==> config.mk <==
export PLATFORM = sky130hd
export DESIGN_NAME = jtag_mem_cmd
export DESIGN_NICKNAME = d
export VERILOG_FILES = /design/src/rtl/jtag_mem_cmd.sv
export SDC_FILE = /design/constraint.sdc
export NUM_CORES = 1
export LEC_CHECK = 0
export CAP_MARGIN = 20
export CORE_MARGIN = 2
export CORE_UTILIZATION = 48
export CTS_CLUSTER_SIZE = 12
export DETAILED_ROUTE_END_ITERATION = 10
export GPL_TIMING_DRIVEN = 0
export PLACE_DENSITY_LB_ADDON = 0.1
export SYNTH_ARGS = -nofsm -noshare
export SYNTH_HDL_FRONTEND = slang
export SYNTH_SLANG_ARGS = --single-unit
==> constraint.sdc <==
create_clock -name clk -period 3.3 [get_ports clk]
set_input_delay 0.495 -clock clk [delete_from_list [all_inputs] [get_ports clk]]
set_output_delay 0.495 -clock clk [all_outputs]
set_load 0.005 [all_outputs]
==> src/rtl/jtag_mem_cmd.sv <==
// rtl/jtag_mem_cmd.sv - debug memory-access initiator: sequences TAP commands into imem/dmem strobes and returns one response per word
// Optional burst support is enabled by defining JTAG_MEM_CMD_AUTOINC_EN; without it every command is a single word.
module jtag_mem_cmd #(
    parameter int ADDR_WIDTH = 32,
    parameter int DATA_WIDTH = 32,
    parameter int RD_LATENCY = 1,
    parameter int CNT_WIDTH  = 8
) (
    input  logic                  clk,
    input  logic                  reset,
    input  logic                  cmd_valid,
    output logic                  cmd_ready,
    input  logic [1:0]            cmd_op,
    input  logic [ADDR_WIDTH-1:0] cmd_addr,
    input  logic [DATA_WIDTH-1:0] cmd_data,
    input  logic [CNT_WIDTH-1:0]  cmd_count,
    output logic                  rsp_valid,
    input  logic                  rsp_ready,
    output logic [DATA_WIDTH-1:0] rsp_data,
    output logic                  rsp_write,
    output logic                  imem_re,
    output logic                  imem_we,
    output logic [ADDR_WIDTH-1:0] imem_addr,
    output logic [DATA_WIDTH-1:0] imem_data_w,
    input  logic [DATA_WIDTH-1:0] imem_data_r,
    output logic                  dmem_re,
    output logic                  dmem_we,
    output logic [ADDR_WIDTH-1:0] dmem_addr,
    output logic [DATA_WIDTH-1:0] dmem_data_w,
    input  logic [DATA_WIDTH-1:0] dmem_data_r
);

    // Latency counter only needs to hold RD_LATENCY-1.
    localparam int LAT_W = (RD_LATENCY > 1) ? $clog2(RD_LATENCY) : 1;

    typedef enum logic [1:0] {
        ST_IDLE  = 2'd0,
        ST_ISSUE = 2'd1,
        ST_WAIT  = 2'd2,
        ST_RESP  = 2'd3
    } state_t;

    state_t                state_q, state_d;
    logic [1:0]            op_q, op_d;
    logic [ADDR_WIDTH-1:0] cur_addr_q, cur_addr_d;
    logic [DATA_WIDTH-1:0] data_q, data_d;
    logic [CNT_WIDTH-1:0]  remaining_q, remaining_d;
    logic [LAT_W-1:0]      lat_cnt_q, lat_cnt_d;
    logic                  cmd_ready_q, cmd_ready_d;
    logic                  rsp_valid_q, rsp_valid_d;
    logic [DATA_WIDTH-1:0] rsp_data_q, rsp_data_d;
    logic                  rsp_write_q, rsp_write_d;
    logic                  imem_re_q, imem_re_d;
    logic                  imem_we_q, imem_we_d;
    logic [ADDR_WIDTH-1:0] imem_addr_q, imem_addr_d;
    logic [DATA_WIDTH-1:0] imem_data_w_q, imem_data_w_d;
    logic                  dmem_re_q, dmem_re_d;
    logic                  dmem_we_q, dmem_we_d;
    logic [ADDR_WIDTH-1:0] dmem_addr_q, dmem_addr_d;
    logic [DATA_WIDTH-1:0] dmem_data_w_q, dmem_data_w_d;

    // Word issue request shared by command acceptance and burst continuation.
    logic                  do_issue;
    logic [1:0]            issue_op;
    logic [ADDR_WIDTH-1:0] issue_addr;
    logic [DATA_WIDTH-1:0] issue_data;
    logic [CNT_WIDTH-1:0]  start_remaining;

`ifdef JTAG_MEM_CMD_AUTOINC_EN
    assign start_remaining = cmd_count;
`else
    // Single-word build: the burst length field is present but ignored.
    logic unused_cmd_count;
    assign unused_cmd_count = ^cmd_count;
    assign start_remaining  = '0;
`endif

    // Next-state and next-output computation for the command sequencer.
    always_comb begin
        state_d       = state_q;
        op_d          = op_q;
        cur_addr_d    = cur_addr_q;
        data_d        = data_q;
        remaining_d   = remaining_q;
        lat_cnt_d     = lat_cnt_q;
        rsp_valid_d   = rsp_valid_q;
        rsp_data_d    = rsp_data_q;
        rsp_write_d   = rsp_write_q;
        imem_re_d     = 1'b0;
        imem_we_d     = 1'b0;
        imem_addr_d   = imem_addr_q;
        imem_data_w_d = imem_data_w_q;
        dmem_re_d     = 1'b0;
        dmem_we_d     = 1'b0;
        dmem_addr_d   = dmem_addr_q;
        dmem_data_w_d = dmem_data_w_q;
        do_issue      = 1'b0;
        issue_op      = op_q;
        issue_addr    = cur_addr_q;
        issue_data    = data_q;

        case (state_q)
            ST_IDLE: begin
                // cmd_ready_q is low in the first cycle after reset, so no accept there.
                if (cmd_ready_q && cmd_valid) begin
                    op_d        = cmd_op;
                    cur_addr_d  = cmd_addr;
                    data_d      = cmd_data;
                    remaining_d = start_remaining;
                    do_issue    = 1'b1;
                    issue_op    = cmd_op;
                    issue_addr  = cmd_addr;
                    issue_data  = cmd_data;
                    state_d     = ST_ISSUE;
                end
            end
            ST_ISSUE: begin
                if (op_q[0]) begin
                    rsp_data_d  = '0;
                    rsp_write_d = 1'b1;
                    rsp_valid_d = 1'b1;
                    state_d     = ST_RESP;
                end else begin
                    lat_cnt_d = LAT_W'(RD_LATENCY - 1);
                    state_d   = ST_WAIT;
                end
            end
            ST_WAIT: begin
                if (lat_cnt_q == '0) begin
                    rsp_data_d  = op_q[1] ? dmem_data_r : imem_data_r;
                    rsp_write_d = 1'b0;
                    rsp_valid_d = 1'b1;
                    state_d     = ST_RESP;
                end else begin
                    lat_cnt_d = lat_cnt_q - LAT_W'(1);
                end
            end
            ST_RESP: begin
                if (rsp_ready) begin
                    rsp_valid_d = 1'b0;
                    if (remaining_q == '0) begin
                        state_d = ST_IDLE;
                    end else begin
                        cur_addr_d  = cur_addr_q + ADDR_WIDTH'(1);
                        remaining_d = remaining_q - CNT_WIDTH'(1);
                        do_issue    = 1'b1;
                        issue_addr  = cur_addr_q + ADDR_WIDTH'(1);
                        state_d     = ST_ISSUE;
                    end
                end
            end
            default: state_d = ST_IDLE;
        endcase

        // Only the port picked by op[1] strobes; write data only moves on writes.
        if (do_issue) begin
            if (issue_op[1]) begin
                dmem_re_d   = ~issue_op[0];
                dmem_we_d   = issue_op[0];
                dmem_addr_d = issue_addr;
                if (issue_op[0]) dmem_data_w_d = issue_data;
            end else begin
                imem_re_d   = ~issue_op[0];
                imem_we_d   = issue_op[0];
                imem_addr_d = issue_addr;
                if (issue_op[0]) imem_data_w_d = issue_data;
            end
        end

        cmd_ready_d = (state_d == ST_IDLE);
    end

    // State and registered outputs; reset clears everything asynchronously.
    always_ff @(posedge clk or negedge reset) begin
        if (!reset) begin
            state_q       <= ST_IDLE;
            op_q          <= 2'b00;
            cur_addr_q    <= '0;
            data_q        <= '0;
            remaining_q   <= '0;
            lat_cnt_q     <= '0;
            cmd_ready_q   <= 1'b0;
            rsp_valid_q   <= 1'b0;
            rsp_data_q    <= '0;
            rsp_write_q   <= 1'b0;
            imem_re_q     <= 1'b0;
            imem_we_q     <= 1'b0;
            imem_addr_q   <= '0;
            imem_data_w_q <= '0;
            dmem_re_q     <= 1'b0;
            dmem_we_q     <= 1'b0;
            dmem_addr_q   <= '0;
            dmem_data_w_q <= '0;
        end else begin
            state_q       <= state_d;
            op_q          <= op_d;
            cur_addr_q    <= cur_addr_d;
            data_q        <= data_d;
            remaining_q   <= remaining_d;
            lat_cnt_q     <= lat_cnt_d;
            cmd_ready_q   <= cmd_ready_d;
            rsp_valid_q   <= rsp_valid_d;
            rsp_data_q    <= rsp_data_d;
            rsp_write_q   <= rsp_write_d;
            imem_re_q     <= imem_re_d;
            imem_we_q     <= imem_we_d;
            imem_addr_q   <= imem_addr_d;
            imem_data_w_q <= imem_data_w_d;
            dmem_re_q     <= dmem_re_d;
            dmem_we_q     <= dmem_we_d;
            dmem_addr_q   <= dmem_addr_d;
            dmem_data_w_q <= dmem_data_w_d;
        end
    end

    assign cmd_ready   = cmd_ready_q;
    assign rsp_valid   = rsp_valid_q;
    assign rsp_data    = rsp_data_q;
    assign rsp_write   = rsp_write_q;
    assign imem_re     = imem_re_q;
    assign imem_we     = imem_we_q;
    assign imem_addr   = imem_addr_q;
    assign imem_data_w = imem_data_w_q;
    assign dmem_re     = dmem_re_q;
    assign dmem_we     = dmem_we_q;
    assign dmem_addr   = dmem_addr_q;
    assign dmem_data_w = dmem_data_w_q;

endmodule

=== After elaboration in Yosys (flattened, before gate mapping) ===
Cells that the tools add are included.

* Register bits: 244
* Input bits: 142
* Output and inout port bits: 167

* Add/sub/neg operators: 3
* Equality and inequality tests: 9
* Muxes and demuxes: 43
* Bitwise logic cells: 2
* Reductions and logical operators: 15

{| class="wikitable"
|+ Operator list
! kind !! count
|-
| $mux 32 || 8
|-
| $pmux 32 s2 || 2
|-
| $add 32x1->32 const B || 1
|-
| $mux 8 || 3
|-
| $mux 1 || 19
|-
| $pmux 8 s2 || 1
|-
| $ne 2x2->1 const B || 6
|-
| $mux 2 || 5
|-
| $reduce_and 3->1 || 3
|-
| $logic_not 8->1 || 1
|-
| $pmux 2 s4 || 1
|-
| $reduce_and 4->1 || 2
|-
| $sub 8x1->8 const B || 1
|-
| $pmux 1 s2 || 3
|-
| $reduce_and 2->1 || 3
|-
| $eq 2x2->1 const B || 2
|-
| $logic_not 2->1 || 2
|-
| $reduce_bool 2->1 || 2
|-
| $pmux 1 s3 || 1
|-
| $reduce_bool 3->1 || 1
|-
| $eq 2x1->1 const B || 1
|-
| $not 1->1 || 2
|-
| $logic_and 1x1->1 || 1
|-
| $sub 1x1->1 const B || 1
|}

=== Longest topological paths before layout ===
* Word-level depth: 6
* Gate-level depth with buffers: 11

=== Least setup slack after synthesis ===
No wires, ideal clock.

* Path type: register -> register
* Start point: register state_q[1]
* End point: register dmem_addr_q[1] (netlist: dmem_addr[1])
* Arrival: 2196 ps
* Data required time: 3160 ps
* Path slack: 964 ps
* Stages on the path, launching flop included: 10
* Buffers on the path: 2
* Cell sequence: dfrtp_1 > inv_1 > ha_1 > buf_4 > nor2b_1 > buf_2 > nor3_1 > nor2_1 > a222oi_1 > o21ai_0

* Longest elaborated chain between the ends: 3

{| class="wikitable"
|+ Ends and longest elaborated chain
! what !! RTL line !! RTL
|-
| start, declared || 43 || <nowiki>state_t state_q, state_d;</nowiki>
|-
| start signal, assigned || 195 || <nowiki>state_q <= state_d;</nowiki>
|-
| $eq 2x2->1 / $logic_not 2->1 (equally long branches) || 102 || <nowiki>case (state_q)</nowiki>
|-
| $pmux 1 s2 / $mux 2 (equally long branches) || 102 ||
|-
| $reduce_and 2->1 (no source line) || -- ||
|-
| end signal, assigned || 211 || <nowiki>dmem_addr_q <= dmem_addr_d;</nowiki>
|-
| end, declared || 59 || <nowiki>logic [ADDR_WIDTH-1:0] dmem_addr_q, dmem_addr_d;</nowiki>
|}

Parallel ways exist; a longest one is shown, timed or not.
A chain may end at the register's enable or synchronous reset.

=== Worst setup path after layout ===
* Start point: register state_q[1]
* End point: register imem_addr_q[27] (netlist: imem_addr[27])

* Longest elaborated chain between the ends: 4

{| class="wikitable"
|+ Ends and longest elaborated chain
! what !! RTL line !! RTL
|-
| parallel branches: the longest is 4 deep, another holds $eq 2x2->1 || -- ||
|-
| end signal, assigned || 207 || <nowiki>imem_addr_q <= imem_addr_d;</nowiki>
|-
| end, declared || 55 || <nowiki>logic [ADDR_WIDTH-1:0] imem_addr_q, imem_addr_d;</nowiki>
|}

Parallel ways; which one is timed is not known.

==> summary.md <==
| Metric | Value |
|---|---|
| Final ANT Viol Nets | `0` |
| Final setup vio count | `0` |
| Final #Nets | `1516` |
| Placed Cells | `1619` |
| Clk buf depth | `3` |
| First-pass GRT wire length | `51200 µm` |
| PortBufs | `300` |
| Area after DPL | `14100 µm²` |
| Async SR Flop Fraction | `1.00` |
| Total power | `13.8 mW` |
| Htree depth | `1` |
| R2r setup slk | `0.21 ns` |
| Synth warn | `0` |
| Initial antenna violation count | `3` |
| Post-route cell area | `15000 µm²` |
| CP startpoint kind | `flop` |
| Final core occ | `0.685` |
| Row cnt | `54` |
| Via count | `9286` |
| Crit path launch | `state_q[1]` |
| Layout Area Growth over Synthesis | `40.0%` |
| Post-synth EDFFs | `0` |
| FMAX | `324 MHz` |
| Syn Area/Cell | `10.3 µm²` |
| Crit Path Class | `reg2reg` |
| Static leakage power | `6.67 nW` |
| Global Route Usage Sum | `0.272` |
| VDD IR-drop max | `0.000538 V` |
| Worst setup EP type | `flop` |
| Critical Path RT | `3.68 ns` |
| Max cap viols | `0` |
| Detailed Routing Iterations Pass 1 | `5` |
| Die area | `23500 µm²` |
| Worst R2R End | `imem_addr[27]` |
| Grt ovf | `0` |
| Crit path to | `imem_addr[27]` |
| Slowest cell delay on critical path | `0.50 ns` |
| Slowest-stage cell, CP | `clkbuf_1` |
| Final min period | `3.09 ns` |
| Clock skew | `0.0169 ns` |
| Library cells used by synthesis | `72` |
| Seq/Total Area, Yosys | `0.569` |
| Worst slew margin | `0.399` |
| Pin count of the biggest net entering global routing | `125` |
| Starting density of the core | `0.490` |
| Multi-input logic area | `4070 µm²` |
| Avg WL per Cell | `19.7 µm` |
| Final period util | `0.935` |
| Initial DRC count | `502` |
| Latest clock arrival within the worst-skew pair | `0.54 ns` |
| Type of the most critical hold path | `in2async` |
| Most Frequent Cell on Critical Path | `clkbuf_1` |
| CTS root buffer | `clkbuf_16` |
| Layout cell share with drive strength beyond 1 | `0.0643` |
| FF+latch count, synth | `243` |
| Max-slew violation total from the final report | `0` |
| Fillers | `1709` |
| Final WL | `32900 µm` |
| Core area | `21800 µm²` |
| Worst-margin pin slew | `0.895 ns` |
| RD Place Congestion | `0.905` |
| Max layer used | `met5` |
| Num ports | `309` |
| Die height | `153 µm` |
| Run status | `complete, no violations` |
| Clk sink count | `243` |
| Routed wl met2 | `15900 µm` |
| Synthesized Nets | `1185` |
| Main synth FF type | `dfrtp_1` |
| Vias per cell | `5.57` |
| Crit path arrival time | `3.47 ns` |
| Worst-path fanout max | `10` |
| M1 WL | `12900 µm` |
| CTS tree | `done` |
| Cells on worst reg2reg path | `10` |
| Detail Placement HPWL | `23500 µm` |
| Synth Cell Area | `10700 µm²` |
| Vias in the first global route | `9442` |
| Final non-filler cell total | `1666` |
| RR Startpoint | `state_q[1]` |
| Routed length on met3 | `3000 µm` |
| Die width | `153 µm` |
| Crit path cell chain | `inv_1, ha_1, buf_4, nand2b_1, clkbuf_1, clkbuf_1, nor2_1, nor4b_1, nor3_1, o21ai_0` |
| Synth Instances | `1037` |
| Hold WS | `0.397 ns` |
| Cts bufs inserted | `26` |
| Clk slew on worst S/H paths | `0.06 ns` |
| FF/Latch Area | `6080 µm²` |
| Final Hold Vio Count | `0` |
| DR DRC count | `0` |
| Total power divided by cell area | `920 nW/µm²` |
cells in the mapped netlist, types with 5 or more instances:
library cell / number / share of area
clkbuf_1: 34 / 0.012
buf_4: 5 / 0.0035
mux2i_1: 67 / 0.063
a22oi_1: 12 / 0.0084
or4_1: 6 / 0.0042
nor2_1: 92 / 0.032
ha_1: 6 / 0.0070
o31ai_1: 8 / 0.0056
or3_1: 7 / 0.0041
o21ai_1: 7 / 0.0033
a31oi_1: 13 / 0.0076
o311ai_0: 5 / 0.0041
a21oi_1: 66 / 0.031
nand4_1: 9 / 0.0053
nand2_1: 122 / 0.043
xor2_1: 5 / 0.0041
a211oi_1: 9 / 0.0063
and3_1: 9 / 0.0053
nand3_1: 15 / 0.0070
inv_1: 65 / 0.023
dfrtp_1: 243 / 0.57
o311a_1: 13 / 0.012
and4_1: 6 / 0.0049
nor3_1: 10 / 0.0047
nor4b_1: 5 / 0.0041
o21ai_0: 100 / 0.047
buf_2: 18 / 0.0084
nor4_1: 6 / 0.0035
and2_1: 6 / 0.0035
layer usage:
| metal | vias up | GRT usage |
|---|---|---|
| met1 | 4549 | 0.342 |
| li1 | 4306 | - |
| met2 | 356 | 0.453 |
| met4 | 4 | 0.0851 |
| met5 | - | 0 |
| met3 | 71 | 0.0817 |
layout make-up:
cell class	instances	share of cell area
timing repair buffer	303	0.206
sequential	243	0.407
antenna	1	0.000167
multi-input combinational	667	0.272
buffer	61	0.0197
clock inverter	4	0.00301
clock buffer	41	0.0527
tap	280	0.0234
inverter	66	0.0166
timing repair:
action / CTS / global route
setup endpoints to repair: 0 / 62
hold endpoints to repair: 19 / 0
hold buffers: 1 / 0
gates resized for setup: 0 / 6
buffers inserted: 0 / 0
sequential cells by signal, indices dropped and copies added, names as in the netlist, 2 cells and up:
name,cells
cur_addr_q,32
data_q,32
dmem_addr,32
dmem_data_w,32
imem_addr,32
imem_data_w,32
op_q,2
remaining_q,8
rsp_data,32
state_q,2
cell usage in the layout (no fill, tap or decap), types with 5 or more instances in the layout:
master	synthesis	routed
a211oi_1	9	8
a211oi_2	4	5
a21oi_1	66	66
a22oi_1	12	12
a31oi_1	13	13
and2_1	6	6
and3_1	9	9
and4_1	6	6
buf_2	18	18
buf_4	5	5
clkbuf_1	34	40
clkbuf_16	0	27
clkbuf_8	0	6
clkdlybuf4s50_1	0	299
dfrtp_1	243	243
ha_1	6	6
inv_1	65	65
mux2i_1	67	67
nand2_1	122	122
nand3_1	15	15
nand4_1	9	9
nor2_1	92	92
nor3_1	10	10
nor4_1	6	6
nor4b_1	5	5
o21ai_0	100	100
o21ai_1	7	6
o311a_1	13	13
o311ai_0	5	5
o31ai_1	8	8
or3_1	7	7
or4_1	6	6
xor2_1	5	5
worst max-delay path, delay by kind of cell, from the launching register on:
kind                     cells  cell delay [ns]
AO/OA/AOI/OAI                1             0.18
buffers and inverters        4             1.18
flip-flops                   1             0.43
AND/OR/NAND/NOR              4             0.84
adder cells (fa/ha/maj)      1             0.30
stage by stage:
stage	TNS (ns)	worst slack, ns
after floorplan	0	0.964
after global placement	-2100.54	-8.67
after detailed placement	0	0.0202
after CTS	0	0.110
after global routing	-0.00326	-0.00326
final	0	0.214
power breakdown:
group          leakage (nW)  switching (mW)  total (mW)  internal, mW
clock network         0.411            1.17        2.87          1.70
logic                  3.13            3.02        5.88          2.86
registers              3.13           0.787        5.01          4.22
how the worst min path moves through the flow:
stage	from	end	cells after the start
floorplan	reset	cmd_ready	0
global placement	imem_data_w[5]	imem_data_w[5]	2
detailed placement	reset	imem_addr[0]	1
CTS	reset	imem_addr[5]	2
global route	reset	dmem_addr[0]	2
finish	reset	dmem_addr[0]	2
logic make-up (layout without fill, tap and decap cells):
kind of cell               Yosys count  after routing  share of synthesized area
adders and majority gates            6              6                    0.00703
other                                0              1                          0
muxes                               70             70                     0.0659
xor gates and xnor gates             6              6                    0.00492
buffers and inverters              127            475                     0.0506
AOI/OAI and AO/OA                  272            272                      0.163
and+or+nand+nor                    313            313                      0.139
DFF                                243            243                      0.569
Note: power is estimated with default switching activity, not from simulation.
